--- config.mk ---
export PLATFORM = sky130hd
export DESIGN_NAME = parking_gate_ctrl
export DESIGN_NICKNAME = d
export VERILOG_FILES = /design/src/rtl/parking_gate_ctrl.sv
export SDC_FILE = /design/constraint.sdc
export NUM_CORES = 1
export LEC_CHECK = 0
export BUFFER_PORTS_ARGS = -buffer_cell sky130_fd_sc_hd__buf_2
export CELL_PAD_IN_SITES_DETAIL_PLACEMENT = 0
export CELL_PAD_IN_SITES_GLOBAL_PLACEMENT = 1
export CORE_UTILIZATION = 45
export CTS_BUF_LIST = sky130_fd_sc_hd__clkbuf_8
export CTS_CLUSTER_SIZE = 24
export DETAILED_ROUTE_END_ITERATION = 7
export GPL_TIMING_DRIVEN = 0
export PLACE_DENSITY_LB_ADDON = 0.1
export SYNTH_ARGS = -nofsm -noshare
export SYNTH_HDL_FRONTEND = slang
export SYNTH_SLANG_ARGS = --single-unit
--- constraint.sdc ---
create_clock -name clk -period 2.2 [get_ports clk]
set_clock_uncertainty 0.2 [all_clocks]
set_input_delay 0.44 -clock clk [delete_from_list [all_inputs] [get_ports clk]]
set_output_delay 0.44 -clock clk [all_outputs]
set_load 0.05 [all_outputs]
--- src/rtl/parking_gate_ctrl.sv ---
// Parking barrier controller: single gate shared by entry and exit, with occupancy tracking.
// Latency: every output is registered and moves one clk after the causing input edge or tick.
// Backpressure: none; requests are levels and are sampled while IDLE, a full lot refuses entry.
module parking_gate_ctrl #(
    parameter int CAPACITY  = 8,
    parameter int MOVE_SECS = 2,
    parameter int OPEN_SECS = 5
) (
    input  logic       clk,
    input  logic       reset_n,
    input  logic       clk_1Hz,
    input  logic       clk_2Hz,
    input  logic       entry_req,
    input  logic       exit_req,
    input  logic       car_passed,
    input  logic       obstruct,
    output logic       gate_open,
    output logic [1:0] motor,
    output logic       lamp,
    output logic [3:0] occupancy,
    output logic       full,
    output logic       denied
);

    localparam logic [3:0] CAP  = 4'(CAPACITY);
    localparam logic [3:0] MOVE = 4'(MOVE_SECS);
    localparam logic [3:0] HOLD = 4'(OPEN_SECS);

    typedef enum logic [1:0] {
        IDLE    = 2'd0,
        OPENING = 2'd1,
        OPEN    = 2'd2,
        CLOSING = 2'd3
    } state_t;

    state_t     state, state_nx;
    logic [3:0] timer, timer_nx;
    logic       dir, dir_nx;
    logic [3:0] occ_nx;
    logic       deny_lock, deny_lock_nx;
    logic       denied_nx;
    logic       lamp_nx;
    logic [1:0] motor_nx;

    logic c1_q, c2_q, pass_q;
    logic tick1, tick2, pass_evt;

    assign tick1    = clk_1Hz & ~c1_q;
    assign tick2    = clk_2Hz & ~c2_q;
    assign pass_evt = car_passed & ~pass_q;

    always_ff @(posedge clk or negedge reset_n) begin
        if (!reset_n) begin
            c1_q   <= 1'b0;
            c2_q   <= 1'b0;
            pass_q <= 1'b0;
        end else begin
            c1_q   <= clk_1Hz;
            c2_q   <= clk_2Hz;
            pass_q <= car_passed;
        end
    end

    always_ff @(posedge clk or negedge reset_n) begin
        if (!reset_n) begin
            state     <= IDLE;
            timer     <= 4'd0;
            dir       <= 1'b0;
            deny_lock <= 1'b0;
            gate_open <= 1'b0;
            motor     <= 2'b00;
            lamp      <= 1'b0;
            occupancy <= 4'd0;
            full      <= 1'b0;
            denied    <= 1'b0;
        end else begin
            state     <= state_nx;
            timer     <= timer_nx;
            dir       <= dir_nx;
            deny_lock <= deny_lock_nx;
            gate_open <= (state_nx == OPEN);
            motor     <= motor_nx;
            lamp      <= lamp_nx;
            occupancy <= occ_nx;
            full      <= (occ_nx == CAP);
            denied    <= denied_nx;
        end
    end

    always_comb begin
        state_nx     = state;
        timer_nx     = timer;
        dir_nx       = dir;
        occ_nx       = occupancy;
        deny_lock_nx = deny_lock & entry_req;
        denied_nx    = 1'b0;
        lamp_nx      = 1'b0;
        motor_nx     = 2'b00;

        case (state)
            IDLE: begin
                if (exit_req && occupancy != 4'd0) begin
                    state_nx = OPENING;
                    timer_nx = MOVE;
                    dir_nx   = 1'b1;
                end else if (entry_req && !full) begin
                    state_nx = OPENING;
                    timer_nx = MOVE;
                    dir_nx   = 1'b0;
                end else if (entry_req && full && !exit_req && !deny_lock) begin
                    // One refusal per held request; re-armed when entry_req drops.
                    denied_nx    = 1'b1;
                    deny_lock_nx = 1'b1;
                end
            end
            OPENING: begin
                if (tick1) begin
                    if (timer <= 4'd1) begin
                        state_nx = OPEN;
                        timer_nx = HOLD;
                    end else begin
                        timer_nx = timer - 4'd1;
                    end
                end
            end
            OPEN: begin
                if (pass_evt) begin
                    if (!dir && occupancy < CAP)
                        occ_nx = occupancy + 4'd1;
                    else if (dir && occupancy != 4'd0)
                        occ_nx = occupancy - 4'd1;
                    state_nx = CLOSING;
                    timer_nx = MOVE;
                end else if (tick1) begin
                    if (timer <= 4'd1) begin
                        state_nx = CLOSING;
                        timer_nx = MOVE;
                    end else begin
                        timer_nx = timer - 4'd1;
                    end
                end
            end
            CLOSING: begin
                // A reopen keeps dir so a car still under the gate is counted correctly.
                if (obstruct) begin
                    state_nx = OPENING;
                    timer_nx = MOVE;
                end else if (tick1) begin
                    if (timer <= 4'd1) begin
                        state_nx = IDLE;
                        timer_nx = 4'd0;
                    end else begin
                        timer_nx = timer - 4'd1;
                    end
                end
            end
            default: state_nx = IDLE;
        endcase

        case (state_nx)
            OPENING, CLOSING: begin
                motor_nx = (state_nx == OPENING) ? 2'b01 : 2'b10;
                lamp_nx  = (state_nx != state) ? 1'b1 : (lamp ^ tick2);
            end
            OPEN:    lamp_nx = 1'b1;
            default: lamp_nx = 1'b0;
        endcase
    end

endmodule

==> results.py, run 1 <==
metrics = {
    "synth": {
        "yosys.area.top_type": "dfrtp_1",
        "yosysTopAreaCellShare_pct": 43.5,
        "synth_fp_nets": 131,
        "syn_inst": 119,
        "synth_flop_cell": "dfrtp_1",
        "synth_area_um2": 1210,
        "post-synth-top-count-cell": "dfrtp_1",
        "synthArstFlopShare_pct": 100,
        "ys_top_cells_by_area": "dfrtp_1 (44%), ha_1 (4.1%), nand2_1 (3.4%)",
        "yosysUniqueCellTypes": 47,
        "avgSynthCellArea_um2": 10.1,
        "synthTopCellsByCount": "dfrtp_1 (21), nand2_1 (11), inv_1 (8), nor2b_1 (6), o21ai_0 (5)",
        "ys_ff_latch": 21,
        "seq_area_frac_synth_pct": 43.5,
        "yosys_warnings": 0,
        "synth_edf_count": 0,
    },
    "layout": {
        "diodes": 0,
        "layout-drive-gt1-share_pct": 27.7,
        "fillers": 239,
        "nets": 154,
        "synthToLayoutAreaGrowth_pct": 16.2,
    },
    "setup_path": {
        "crit_chain": "inv_1, ha_1, nor3b_1, o2111ai_2, and2_4, a221o_1",
        "start_kind": "flop",
        "slowest_delay_ns": 0.44,
        "cp.arrival_ns": 2.05,
        "cp_max_fo": 5,
        "slowest_stage": "dfrtp_2",
        "critPathRequiredTime_ns": 2.15,
        "worstSetupPathType": "reg -> reg",
        "cp-end-kind": "flop",
    },
    "timing": {
        "worstMarginPinSlew_ns": 0.466,
        "period_share_pct": 95.2,
        "max_freq_ghz": 0.478,
        "setup_viol": 0,
        "relSlewSlack_pct": 68.9,
        "worst_slack_ns": 0.106,
        "min_period_ns": 2.09,
        "slew_viol_final": 0,
        "finalSetupTns_ns": 0,
        "hold_viol": 0,
    },
    "grt": {
        "grt_pass1_vias": 918,
        "grt_max_degree": 22,
        "antenna_found_initial": 0,
        "track_usage_pct": 19.5,
        "grt_remaining_overflow": 0,
        "grt_pass1_wl_um": 3980,
    },
    "status": {
        "status": "completed",
    },
    "floorplan": {
        "io_pins": 18,
        "die_w_um": 53.8,
        "core_um2": 2500,
        "start_util_pct": 48.3,
        "die_h_um": 53.8,
        "rows": 18,
        "die-area_um2": 2890,
    },
    "clocking": {
        "cts_sinks": 21,
        "clk_pin_slew_ns": 0.08,
        "cts_buffer_depth": 2,
        "clkLatencyLatePin_ns": 0.26,
        "cts_tree": "done",
        "htree_levels": 1,
        "cts_buffers": 3,
        "root_buffer": "clkbuf_8",
    },
    "pwr": {
        "finalPower_w": 0.00107,
        "static-leakage-power_nw": 0.625,
        "power.density_nw_per_um2": 761,
        "vdd_drop_max_v": 0.000551,
    },
    "routing": {
        "drcViolationCount": 0,
        "post_drt_wl_per_cell_um": 14.8,
        "detailedRoute.firstIterationViolations": 12,
        "drt_wl_total_um": 2530,
        "vias": 952,
        "firstDrtPassIters": 4,
        "vias_per_cell": 5.57,
        "ant_nets": 0,
    },
    "min_path": {
        "holdCritPathClass": "in -> reg",
    },
    "place": {
        "place_ws_ns": 0.0517,
        "place.port_buffers": 17,
        "dpl.hpwl_um": 1840,
        "place.gp.congestion": 0.779,
    },
    "job": {
        "drv_cap": 0,
    },
}
-- flip-flops by register name, summed over array words and instances (netlist names) --
signal,count
c2_q,1
lamp,1
c1_q,1
gate_open,1
full,1
state,2
deny_lock,1
timer,4
denied,1
dir,1
motor,2
pass_q,1
occupancy,4
-- critical path: cells and delay by family, from the launching register on --
| family | cells | cell delay [ns] |
|---|---|---|
| and+or+nand+nor | 2 | 0.54 |
| AOI/OAI and AO/OA | 2 | 0.51 |
| DFF | 1 | 0.44 |
| adders and majority gates | 1 | 0.20 |
| buffers and inverters | 1 | 0.10 |
-- layout by cell type (no fill, tap or decap), drive strengths merged, types with 3 or more instances in the layout --
master,n
a21oi,4
and2,3
buf,19
clkbuf,4
dfrtp,21
ha,4
inv,8
nand2,11
nand2b,4
nand3,4
nor2,4
nor2b,6
nor3,4
o21ai,5
o221ai,3
o31ai,4
-- final cells by class --
type / instances / area, um^2 / area share [%]
multi-input cells: 87 / 643 / 45.9
clock buffers: 3 / 41.3 / 2.94
plain buffers: 3 / 20.0 / 1.43
inverters: 8 / 30.0 / 2.14
flip-flops and latches: 21 / 528 / 37.6
repair buffers: 18 / 95.1 / 6.78
clock inverters: 1 / 7.51 / 0.535
well taps: 30 / 37.5 / 2.68
-- kinds of logic after synthesis --
kind of cell / share of synthesized area, %
and+or+nand+nor: 24.1
adders and majority gates: 4.15
AOI/OAI and AO/OA: 20.9
xor gates and xnor gates: 1.45
muxes: 1.66
buffers and inverters: 4.15
DFF: 43.5
-- report_power, final --
group	internal [W]	total (W)	switching, W
Clock	0.000128	0.000261	0.000133
Combinational	0.000126	0.000312	0.000186
Sequential	0.000436	0.000495	0.0000591
Total	0.000690	0.00107	0.000378
-- through the flow --
step,hold slack [ns],instance area (um^2),instances,util (%)
after detailed placement,0.230,1330,166,53.3
after CTS,0.0794,1390,171,55.7
after global placement,0.228,1330,166,53.3
final,0.0867,1400,171,56.1
after floorplan,-0.0556,1210,119,-
after global routing,0.0803,1400,171,56.1
-- worst paths after layout --
check | start | endpoint | slack, ns | depth (start not counted)
max in group asynchronous | reset_n | occupancy[1]$_DFF_PN0_ | 0.99 | 2
worst min-delay path | clk_2Hz | c2_q$_DFF_PN0_ | 0.09 | 1
worst min register to register | deny_lock$_DFF_PN0_ | denied$_DFF_PN0_ | 0.26 | 1
worst max-delay path | occupancy[0]$_DFF_PN0_ | lamp$_DFF_PN0_ | 0.11 | 6
worst max register to register | occupancy[0]$_DFF_PN0_ | lamp$_DFF_PN0_ | 0.11 | 6
min in group asynchronous | reset_n | denied$_DFF_PN0_ | 0.45 | 2
-- timing repair --
action / CTS / global route
endpoints found under the setup margin: 0 / 3
hold buffers: 1 / 0
setup buffers: 0 / 0
resized for setup: 0 / 2
hold endpoints to repair: 21 / 0
-- layer usage --
metal / up-vias / track usage, % / wire, um
li1: 476 / - / -
met1: 461 / 25.0 / 1160
met2: 13 / 32.5 / 1290
met3: 2 / 2.54 / 61
met4: 0 / 8.33 / 10
met5: - / 0 / 0
Power figures use the tool's default switching activity.
==> run 2: changes to the inputs <==
Settings changed: CORE_UTILIZATION 45 to 49.
Clock period 2.2 ns to 2.64 ns, I/O delays scaled along.
==> run 2 against run 1 <==
  * Core utilization is 4.2 points higher
  * Critical endpoint is now timer[3]$_DFFE_PN0P_
  * Clock-buffer cell count stayed put
  * Via count is 1.4% lower
  * Largest power group unchanged
  * Sequential power is 17% lower
==> results.py, run 2 (synthesis gave the netlist of run 1 again) <==
metrics = {
    "status": {
        "status": "completed",
    },
    "layout": {
        "diodes": 0,
        "seq_area_um2": 526,
        "fin_cells": 168,
        "multi_input_area_um2": 632,
        "nets": 153,
        "final_cell_mix": "dfrtp_1 (21), buf_2 (18), nand2_1 (11)",
        "layout_commonest_cell": "dfrtp_1",
        "synthToLayoutAreaGrowth_pct": 13.7,
        "reg_top3": "occupancy x4, timer x4",
        "fillers": 213,
        "layout-drive-gt1-share_pct": 24.3,
        "final_cell_area_um2": 1370,
    },
    "setup_path": {
        "startpoint": "occupancy[1]$_DFF_PN0_",
        "worst-r2r-cell-count": 7,
        "r2r-end": "timer[3]$_DFFE_PN0P_",
        "cp_max_fo": 8,
        "critPathRequiredTime_ns": 2.55,
        "cp-end-kind": "flop",
        "reg2reg_slack_ns": 0.44,
        "endpoint": "timer[3]$_DFFE_PN0P_",
        "start_kind": "flop",
        "worstSetupPathType": "reg -> reg",
        "cp.arrival_ns": 2.12,
        "r2r_start": "occupancy[1]$_DFF_PN0_",
    },
    "clocking": {
        "cts_buffers": 3,
        "cts_resized": 0,
        "cts_sinks": 21,
        "clk_pin_slew_ns": 0.07,
        "ctsHoldBuffers": 0,
        "clkLatencyLatePin_ns": 0.25,
        "htree_levels": 1,
        "cts_buffer_depth": 2,
        "cts_tree": "done",
        "root_buffer": "clkbuf_8",
        "cts_setup_buffers": 0,
    },
    "pwr": {
        "vdd_drop_max_v": 0.000427,
        "power.density_nw_per_um2": 623,
        "static-leakage-power_nw": 0.627,
    },
    "floorplan": {
        "die_h_um": 51.6,
        "die_w_um": 51.6,
        "io_pins": 18,
        "core_um2": 2280,
        "die-area_um2": 2670,
        "rows": 17,
        "start_util_pct": 53.1,
    },
    "place": {
        "place_area_um2": 1330,
        "place_ws_ns": 0.456,
        "place.gp.congestion": 0.835,
        "place.port_buffers": 17,
        "place_inst": 164,
        "dpl.hpwl_um": 1670,
    },
    "timing": {
        "setup_viol": 0,
        "min_period_ns": 2.20,
        "period_share_pct": 83.4,
        "relSlewSlack_pct": 54.9,
        "finalSetupTns_ns": 0,
        "max_freq_ghz": 0.454,
        "worstMarginPinSlew_ns": 0.671,
        "hold_viol": 0,
        "rsz0062_at_grt": "no",
        "worst_slack_ns": 0.438,
        "slew_viol_final": 0,
    },
    "routing": {
        "ant_nets": 0,
        "drt_wl_total_um": 2190,
        "vias_per_cell": 5.59,
        "post_drt_wl_per_cell_um": 13.1,
        "firstDrtPassIters": 4,
        "detailedRoute.firstIterationViolations": 26,
        "vias": 939,
        "drcViolationCount": 0,
    },
    "grt": {
        "antenna_found_initial": 0,
        "use_met1_pct": 27.8,
        "grtUsageMet3_pct": 3.80,
        "grt_pass1_wl_um": 4060,
        "grt_use_met2_pct": 33.5,
        "grt_pass1_vias": 938,
        "top_usage_layer": "met2",
        "grt_max_degree": 22,
        "grt_remaining_overflow": 0,
        "track_usage_pct": 20.7,
    },
    "job": {
        "drv_cap": 0,
    },
    "min_path": {
        "holdCritPathClass": "in -> async",
    },
}
[run 2: how the worst min path moves through the flow]
stage,endpoint,slack (ns),depth (start not counted)
3_5_place_dp,denied$_DFF_PN0_,0.23,1
5_1_grt,occupancy[1]$_DFF_PN0_,0.06,1
4_1_cts,occupancy[1]$_DFF_PN0_,0.03,1
6_report,occupancy[1]$_DFF_PN0_,0.03,1
3_3_place_gp,denied$_DFF_PN0_,0.23,1
2_1_floorplan,c1_q$_DFF_PN0_,0.03,0
[run 2: layer usage]
layer  up-vias  wire length (um)
met5         -                 0
met4         0                16
met3         2                89
li1        478                 -
met2        24              1020
met1       435              1060
[run 2: critical path, stage by stage (launching register included)]
cell	delay, ns
dfrtp_1	0.50
inv_1	0.08
ha_1	0.21
nor3b_1	0.16
o2111ai_1	0.34
o21a_2	0.28
mux2i_1	0.20
o31ai_1	0.08
[run 2: stage by stage]
| stage | total power (W) | utilization, % | hold slack [ns] |
|---|---|---|---|
| 5_1_grt | 0.000916 | 60.3 | 0.0638 |
| 2_1_floorplan | 0.000606 | - | 0.0324 |
| 3_3_place_gp | 0.000664 | 58.3 | 0.230 |
| 4_1_cts | 0.000865 | 60.3 | 0.0343 |
| 6_report | 0.000855 | 60.3 | 0.0269 |
| 3_5_place_dp | 0.000666 | 58.3 | 0.234 |
[run 2: cell type report]
cell class / instances / area share (%)
clock inverter: 1 / 0.273
buffer: 3 / 1.46
clock buffer: 3 / 3.01
timing repair buffer: 17 / 6.20
inverter: 8 / 2.19
sequential: 21 / 38.3
tap: 28 / 2.55
multi-input combinational: 87 / 46.0
[run 2: report_power, final]
part	internal (W)	total [W]	switching (W)
Combinational	0.000103	0.000249	0.000146
Sequential	0.000363	0.000409	0.0000452
Clock	0.000103	0.000197	0.0000942
